**src/rtl/cpu_pkg.sv**
```systemverilog
// Shared definitions for the 16-bit windowed-register CPU control path:
// FSM states, opcode encodings, R-type func bit indices, one-hot ALU ops
// and the decoder result payload.
package cpu_pkg;

    localparam int unsigned OPCODE_W = 4;
    localparam int unsigned FUNC_W   = 8;
    localparam int unsigned ALU_OP_W = 7;

    typedef enum logic [2:0] {
        ST_FETCH  = 3'd0,
        ST_DECODE = 3'd1,
        ST_EXEC   = 3'd2,
        ST_MEM    = 3'd3,
        ST_WB     = 3'd4,
        ST_HALT   = 3'd5
    } state_t;

    localparam logic [OPCODE_W-1:0] OP_LOAD   = 4'b0000;
    localparam logic [OPCODE_W-1:0] OP_STORE  = 4'b0001;
    localparam logic [OPCODE_W-1:0] OP_JUMP   = 4'b0010;
    localparam logic [OPCODE_W-1:0] OP_BRANCH = 4'b0100;
    localparam logic [OPCODE_W-1:0] OP_RTYPE  = 4'b1000;
    localparam logic [OPCODE_W-1:0] OP_ADDI   = 4'b1100;
    localparam logic [OPCODE_W-1:0] OP_SUBI   = 4'b1101;
    localparam logic [OPCODE_W-1:0] OP_ANDI   = 4'b1110;
    localparam logic [OPCODE_W-1:0] OP_ORI    = 4'b1111;

    localparam int unsigned FN_MOVE = 0;
    localparam int unsigned FN_ADD  = 1;
    localparam int unsigned FN_SUB  = 2;
    localparam int unsigned FN_AND  = 3;
    localparam int unsigned FN_OR   = 4;
    localparam int unsigned FN_NOT  = 5;
    localparam int unsigned FN_NOP  = 6;
    localparam int unsigned FN_WND  = 7;

    localparam logic [ALU_OP_W-1:0] ALU_NONE = 7'h00;
    localparam logic [ALU_OP_W-1:0] ALU_MOVE = 7'h01;
    localparam logic [ALU_OP_W-1:0] ALU_ADD  = 7'h02;
    localparam logic [ALU_OP_W-1:0] ALU_SUB  = 7'h04;
    localparam logic [ALU_OP_W-1:0] ALU_AND  = 7'h08;
    localparam logic [ALU_OP_W-1:0] ALU_OR   = 7'h10;
    localparam logic [ALU_OP_W-1:0] ALU_NOT  = 7'h20;
    localparam logic [ALU_OP_W-1:0] ALU_EQ   = 7'h40;

    // Instruction class: determines the state sequence and strobes
    typedef enum logic [2:0] {
        CLS_LOAD   = 3'd0,
        CLS_STORE  = 3'd1,
        CLS_JUMP   = 3'd2,
        CLS_BRANCH = 3'd3,
        CLS_ALU    = 3'd4,
        CLS_NOP    = 3'd5,
        CLS_WND    = 3'd6
    } iclass_t;

    typedef struct packed {
        iclass_t               cls;
        logic [ALU_OP_W-1:0]   aluop;
        logic                  immd;
        logic                  illegal;
    } dec_t;

endpackage

```
**src/rtl/control_decoder.sv**
```systemverilog
// Combinational instruction decoder.
// Ports: i_op (opcode), i_func (R-type func) -> o_dec (class, one-hot ALU op,
// immediate select, illegal flag). Illegal encodings report class NOP.
module control_decoder
    import cpu_pkg::*;
(
    input  logic [OPCODE_W-1:0] i_op,
    input  logic [FUNC_W-1:0]   i_func,
    output dec_t                o_dec
);

    always_comb begin
        o_dec.cls     = CLS_NOP;
        o_dec.aluop   = ALU_NONE;
        o_dec.immd    = 1'b0;
        o_dec.illegal = 1'b0;
        case (i_op)
            OP_LOAD:   o_dec.cls = CLS_LOAD;
            OP_STORE:  o_dec.cls = CLS_STORE;
            OP_JUMP:   o_dec.cls = CLS_JUMP;
            OP_BRANCH: begin
                o_dec.cls   = CLS_BRANCH;
                o_dec.aluop = ALU_EQ;
            end
            OP_RTYPE: begin
                if (!$onehot(i_func)) begin
                    o_dec.illegal = 1'b1;
                end else if (i_func[FN_NOP]) begin
                    o_dec.cls = CLS_NOP;
                end else if (i_func[FN_WND]) begin
                    o_dec.cls = CLS_WND;
                end else begin
                    // func bits 0..5 line up with ALUop bits 0..5
                    o_dec.cls   = CLS_ALU;
                    o_dec.aluop = {1'b0, i_func[FN_NOT:FN_MOVE]};
                end
            end
            OP_ADDI: begin
                o_dec.cls   = CLS_ALU;
                o_dec.aluop = ALU_ADD;
                o_dec.immd  = 1'b1;
            end
            OP_SUBI: begin
                o_dec.cls   = CLS_ALU;
                o_dec.aluop = ALU_SUB;
                o_dec.immd  = 1'b1;
            end
            OP_ANDI: begin
                o_dec.cls   = CLS_ALU;
                o_dec.aluop = ALU_AND;
                o_dec.immd  = 1'b1;
            end
            OP_ORI: begin
                o_dec.cls   = CLS_ALU;
                o_dec.aluop = ALU_OR;
                o_dec.immd  = 1'b1;
            end
            default: o_dec.illegal = 1'b1;
        endcase
    end

endmodule

```
**src/rtl/control_unit.sv**
```systemverilog
// Multi-cycle control unit: sequences FETCH/DECODE/EXEC/MEM/WB and drives the
// datapath controls as a Moore decode of state + latched instruction, gated
// by stall.
// Ports: clk, rst (async active-low), opcode, func, stall in;
// pc_en, jump, mem_write, immdSel, memOrALU, toWrite, setWindow, ALUop,
// instr_done, halted out.
// Build option: CTRL_ILLEGAL_TRAP_EN traps illegal encodings into HALT;
// otherwise they run as a 3-cycle NOP and halted is tied low.
module control_unit
    import cpu_pkg::*;
#(
    parameter int unsigned ALUOP_W = 7
) (
    input  logic               clk,
    input  logic               rst,
    input  logic [3:0]         opcode,
    input  logic [7:0]         func,
    input  logic               stall,
    output logic               pc_en,
    output logic               jump,
    output logic               mem_write,
    output logic               immdSel,
    output logic               memOrALU,
    output logic               toWrite,
    output logic               setWindow,
    output logic [ALUOP_W-1:0] ALUop,
    output logic               instr_done,
    output logic               halted
);

    state_t              r_state;
    state_t              w_state_next;
    logic [OPCODE_W-1:0] r_ir_op;
    logic [FUNC_W-1:0]   r_ir_func;
    logic [OPCODE_W-1:0] w_dec_op;
    logic [FUNC_W-1:0]   w_dec_func;
    dec_t                w_dec;
    logic                w_exec_last;
    logic                w_final;
    logic                w_steer;

    // DECODE sees the live bus (trap check); later states use the latched copy
    assign w_dec_op   = (r_state == ST_DECODE) ? opcode : r_ir_op;
    assign w_dec_func = (r_state == ST_DECODE) ? func   : r_ir_func;

    control_decoder u_decoder (
        .i_op   (w_dec_op),
        .i_func (w_dec_func),
        .o_dec  (w_dec)
    );

    assign w_exec_last = w_dec.illegal ||
                         (w_dec.cls inside {CLS_JUMP, CLS_BRANCH, CLS_NOP, CLS_WND});
    // WB is only ever the last state; MEM is last only for STORE
    assign w_final = ((r_state == ST_EXEC) && w_exec_last) ||
                     ((r_state == ST_MEM)  && (w_dec.cls == CLS_STORE)) ||
                     (r_state == ST_WB);
    assign w_steer = (r_state == ST_EXEC) || (r_state == ST_MEM) || (r_state == ST_WB);

    // State register
    always_ff @(posedge clk or negedge rst) begin
        if (!rst) begin
            r_state <= ST_FETCH;
        end else begin
            r_state <= w_state_next;
        end
    end

    // Instruction latch, captured when leaving DECODE
    always_ff @(posedge clk or negedge rst) begin
        if (!rst) begin
            r_ir_op   <= '0;
            r_ir_func <= '0;
        end else if ((r_state == ST_DECODE) && !stall) begin
            r_ir_op   <= opcode;
            r_ir_func <= func;
        end
    end

    // Next-state logic
    always_comb begin
        w_state_next = r_state;
        if (!stall) begin
            case (r_state)
                ST_FETCH:  w_state_next = ST_DECODE;
`ifdef CTRL_ILLEGAL_TRAP_EN
                ST_DECODE: w_state_next = w_dec.illegal ? ST_HALT : ST_EXEC;
`else
                ST_DECODE: w_state_next = ST_EXEC;
`endif
                ST_EXEC: begin
                    if (w_exec_last)                w_state_next = ST_FETCH;
                    else if (w_dec.cls == CLS_ALU)  w_state_next = ST_WB;
                    else                            w_state_next = ST_MEM;
                end
                ST_MEM:    w_state_next = (w_dec.cls == CLS_LOAD) ? ST_WB : ST_FETCH;
                ST_WB:     w_state_next = ST_FETCH;
                ST_HALT:   w_state_next = ST_HALT;
                default:   w_state_next = ST_FETCH;
            endcase
        end
    end

    // Output decode
    always_comb begin
        pc_en      = 1'b0;
        jump       = 1'b0;
        mem_write  = 1'b0;
        immdSel    = 1'b0;
        memOrALU   = 1'b0;
        toWrite    = 1'b0;
        setWindow  = 1'b0;
        ALUop      = '0;
        instr_done = 1'b0;
`ifdef CTRL_ILLEGAL_TRAP_EN
        halted     = (r_state == ST_HALT);
`else
        halted     = 1'b0;
`endif
        if (w_steer) begin
            ALUop    = ALUOP_W'(w_dec.aluop);
            immdSel  = w_dec.immd;
            memOrALU = (w_dec.cls != CLS_LOAD);
            jump     = (w_dec.cls == CLS_JUMP);
        end
        if (!stall) begin
            mem_write  = (r_state == ST_MEM) && (w_dec.cls == CLS_STORE);
            toWrite    = (r_state == ST_WB);
            setWindow  = (r_state == ST_EXEC) && (w_dec.cls == CLS_WND);
            pc_en      = w_final;
            instr_done = w_final;
        end
    end

endmodule
```
**config.mk**
```make
export PLATFORM = sky130hd
export DESIGN_NAME = control_unit
export DESIGN_NICKNAME = d
export VERILOG_FILES = /design/src/rtl/cpu_pkg.sv /design/src/rtl/control_decoder.sv /design/src/rtl/control_unit.sv
export SDC_FILE = /design/constraint.sdc
export NUM_CORES = 1
export LEC_CHECK = 0
export CORE_MARGIN = 5
export CORE_UTILIZATION = 35
export CTS_BUF_LIST = sky130_fd_sc_hd__clkbuf_16
export DETAILED_ROUTE_END_ITERATION = 10
export PLACE_DENSITY = 0.68
export SLEW_MARGIN = 30
export SYNTH_ARGS = -nofsm -noshare
export SYNTH_HDL_FRONTEND = slang
export SYNTH_HIERARCHICAL = 1
export SYNTH_SLANG_ARGS = --single-unit
```
**constraint.sdc**
```tcl
create_clock -name clk -period 13.3 [get_ports clk]
set_input_delay 1.33 -clock clk [delete_from_list [all_inputs] [get_ports clk]]
set_output_delay 1.33 -clock clk [all_outputs]
set_load 0.02 [all_outputs]
```
# Yosys cells after proc, flatten, opt, wreduce, memory -nomap -nowiden
# Index checks and enable logic that the tools add are counted.
# Widths: inputs -> output; s select.
# op_classes
addsub	7
n_eq_ne	20
mux	24
reduce_logical	17
# op_table
op	n
$pmux 7 s6	1
$eq 4x4->1 const B	5
$pmux 3 s6	1
$eq 3x3->1 const B	5
$pmux 3 s5	1
$mux 7	2
$add 4x4->4	3
$eq 3x2->1 const B	4
$mux 3	4
$mux 10	1
$mux 1	9
$add 1x1->2	4
$eq 4x1->1 const B	2
$mux 8	1
$reduce_or 8->1	1
$eq 3x1->1 const B	2
$logic_not 3->1	2
$mux 6	1
$logic_or 1x1->1	5
$eq 4x2->1 const B	1
$eq 4x3->1 const B	1
$logic_and 1x1->1	4
$logic_not 4->1	1
$mux 4	1
6 further kinds	6
# word_totals
register_bits	15
input_bits	15
output_inout_bits	16
elab_cells	71

# Logic depth before layout (Yosys ltp)
# depth
ltp_word	15
depth_mapped	21

# Hierarchy
# Netlist, hierarchy kept.
# modules_own_cells
mod	instances	cells_per_inst	area_each_um2	seq_area_each_um2
control_unit	1	93	1034.7	375.4
control_decoder	1	53	427.9	0.0

# Least setup slack after synthesis
# OpenSTA, ideal clock, no wires.
# synth_timing
path_kind	input -> output
start	input func[1]
end	output pc_en
arrival_ns	5.595
required_ns	11.970
slack_ns	6.375
stages	17
path_buffers	2
cell_sequence	mux2_2 inv_1 fa_1 fa_1 fa_1 inv_1 ha_1 inv_1 fa_1 a211o_2 a2111oi_0 o22ai_1 clkbuf_1 nand4b_1 nand3_1 a31oi_1 buf_4
# synth_lines
item	line	rtl
start, declared	control_unit.sv:17	input logic [7:0] func,
end, declared	control_unit.sv:19	output logic pc_en,

==> flow_summary.ini <==
[run_status]
outcome = completed

[worst_setup_path]
worstPathArrival_ns = 6.53
worstPathMaxFanout = 8
worst_setup_path_start_kind = input port
setup.worst_path.end_class = primary output
crit_type = in -> out
cp.required_ns = 11.97

[floorplanning]
rows = 23
initial_core_util_pct = 36.30
num_io_pins = 31
die_width_um = 74.65
die-area_sq_um = 5572
die_h_um = 74.65
core-area_sq_um = 4029

[synth]
yosysSeqAreaShare_pct = 25.66
async_flop_share_pct = 100.0
syn_area_sq_um = 1463
synthCells = 146
yosysWarnings = 6
synth_enable_flop_cells = 0
synthFlopType = dfrtp_1
synthDistinctLibCells = 52
synth_seq_cells = 15
syn_avg_cell_area_sq_um = 10.02
synth_nets = 168

[layout]
final_nets = 191
postLayoutCoreUtil_pct = 45.16
synthToLayoutAreaGrowth_pct = 24.38
antenna_cells = 0
drive_above_1_share_pct = 29.17
fillers = 379

[detailed_routing]
drc = 0
drt-total-wl_um = 3241
drtIter0Drc = 51
ant_nets = 0
firstDrtPassIters = 4
viasPerCell = 5.211
routedWlPerCell_um = 14.87
via_count = 1136

[grt]
grt_max_degree = 16
grt_use_total_pct = 12.50
grt_overflow = 0
antenna_found_initial = 0
grt_pass1_vias = 1209
grt_pass1_wl_um = 5513

[clock_tree]
clk_pin_slew_ns = 0.04
insertion_delay_ns = 0.24
cts.repair.resized = 0
ctsHoldBuffers = 0
cts_buffer_depth = 2
numCtsBuffers = 3
cts_setup_buffers = 0
cts_tree = yes
cts_sinks = 15
cts_htree_levels = 1
cts_root_buf = clkbuf_16

[timing]
worstMarginPinSlew_ns = 0.7171
tns_ns = 0
rsz0062_at_grt = no
period_share_pct = 59.08
slew_headroom_pct = 52.20
finalHoldViolations = 0
period_minus_slack_ns = 7.858
hold_slack_ns = 0.5020
fmax_mhz = 127.3
maxSlewViolCount = 0
clock_skew_ns = 0.004196
setup_viol = 0

[place]
gp_congestion = 0.8264
port_buffers = 29
dp_hpwl_um = 2600

[worst_hold_path]
hp-class = reg -> reg

[flow_run]
cap_violations = 0
synthesized netlist by cell type (2+ instances only):
cell,instances,area (sq um)
mux2_2,24,270.3
inv_1,18,67.56
dfrtp_1,15,375.4
nor2_1,8,30.03
nor2b_2,8,70.07
buf_4,5,37.54
fa_1,4,80.08
and2_1,3,18.77
ha_1,3,37.54
nand4_1,3,18.77
a2111oi_0,2,17.52
a21oi_1,2,10.01
a32o_2,2,22.52
buf_2,2,10.01
buf_6,2,22.52
clkbuf_1,2,7.510
nand2b_1,2,12.51
nand3_1,2,10.01
nor2b_1,2,12.51
nor3_1,2,10.01
nor3b_1,2,15.01
nor4_1,2,12.51
or2_2,2,12.51
per-stage QoR:
stage	setup WS, ns	area, sq um	cells
floorplan	6.375	1463	146
global placement	5.638	1738	214
detailed placement	5.425	1738	214
CTS	5.321	1817	218
global route	5.201	1819	218
finish	5.442	1819	218
cell usage in the layout, fill, tap and decap left out, drive strengths merged, types with 3 or more instances in the layout:
cell / count
a2111oi: 3
a21oi: 3
and2: 3
clkbuf: 3
clkdlybuf4s50: 29
dfrtp: 15
fa: 4
ha: 3
inv: 19
mux2: 24
nand4: 3
nor2: 8
nor2b: 11
nor3: 3
nor4: 3
worst max-delay path, cell delays in order:
cell             delay [ns]
clkdlybuf4s50_1        0.42
mux2_2                 0.27
inv_1                  0.10
fa_1                   0.46
fa_1                   0.52
fa_1                   0.41
inv_1                  0.06
ha_1                   0.15
inv_1                  0.05
fa_1                   0.40
a211o_2                0.37
a2111oi_0              0.47
o22ai_1                0.36
nand4b_1               0.20
nand3_1                0.09
a31oi_1                0.22
clkdlybuf4s50_1        0.64
kinds of logic (layout without fill, tap and decap cells):
kind of cell | Yosys count | count (layout) | share of synthesized area [%]
flip-flops | 15 | 15 | 25.66
other | 1 | 1 | 0.2564
adder cells (fa/ha/maj) | 7 | 7 | 8.042
XOR/XNOR | 1 | 1 | 0.5989
AO/OA/AOI/OAI | 23 | 23 | 14.54
AND/OR/NAND/NOR | 46 | 46 | 22.50
multiplexers | 24 | 24 | 18.48
buffers and inverters | 29 | 51 | 9.923
sequential cells by signal, summed over array words and instances, names as in the netlist:
register	cells
r_ir_func	8
r_ir_op	4
r_state	3
worst paths after layout:
| path | to | cells past startpoint | from | slack [ns] |
|---|---|---|---|---|
| min in group asynchronous | r_ir_op[1] | 1 | rst | 1.49 |
| hold / removal | r_ir_op[3] | 1 | r_ir_op[3] | 0.50 |
| setup / recovery | pc_en | 17 | func[1] | 5.44 |
| hold reg to reg | r_ir_op[3] | 1 | r_ir_op[3] | 0.50 |
| max in group asynchronous | r_state[0] | 1 | rst | 11.39 |
| setup reg to reg | r_state[1] | 17 | r_state[1] | 7.55 |
per-layer routing:
metal	up-vias	wire length, um	track usage, %
li1	555	-	-
met1	552	1399	15.77
met2	25	1690	22.15
met3	4	110	1.602
met4	0	40	3.953
met5	-	0	0
layout make-up:
cell class / instances / area (sq um) / share of cell area, %
Sequential cell: 15 / 375.4 / 20.63
Timing Repair Buffer: 29 / 290.3 / 15.96
Multi-Input combinational cell: 102 / 944.7 / 51.93
Inverter: 18 / 67.56 / 3.714
Clock buffer: 3 / 75.07 / 4.127
Tap cell: 50 / 62.56 / 3.439
Clock inverter: 1 / 3.754 / 0.2063
Power is not shown: default switching activity piles up to over one toggle a cycle in this logic, so the estimate is an artifact.
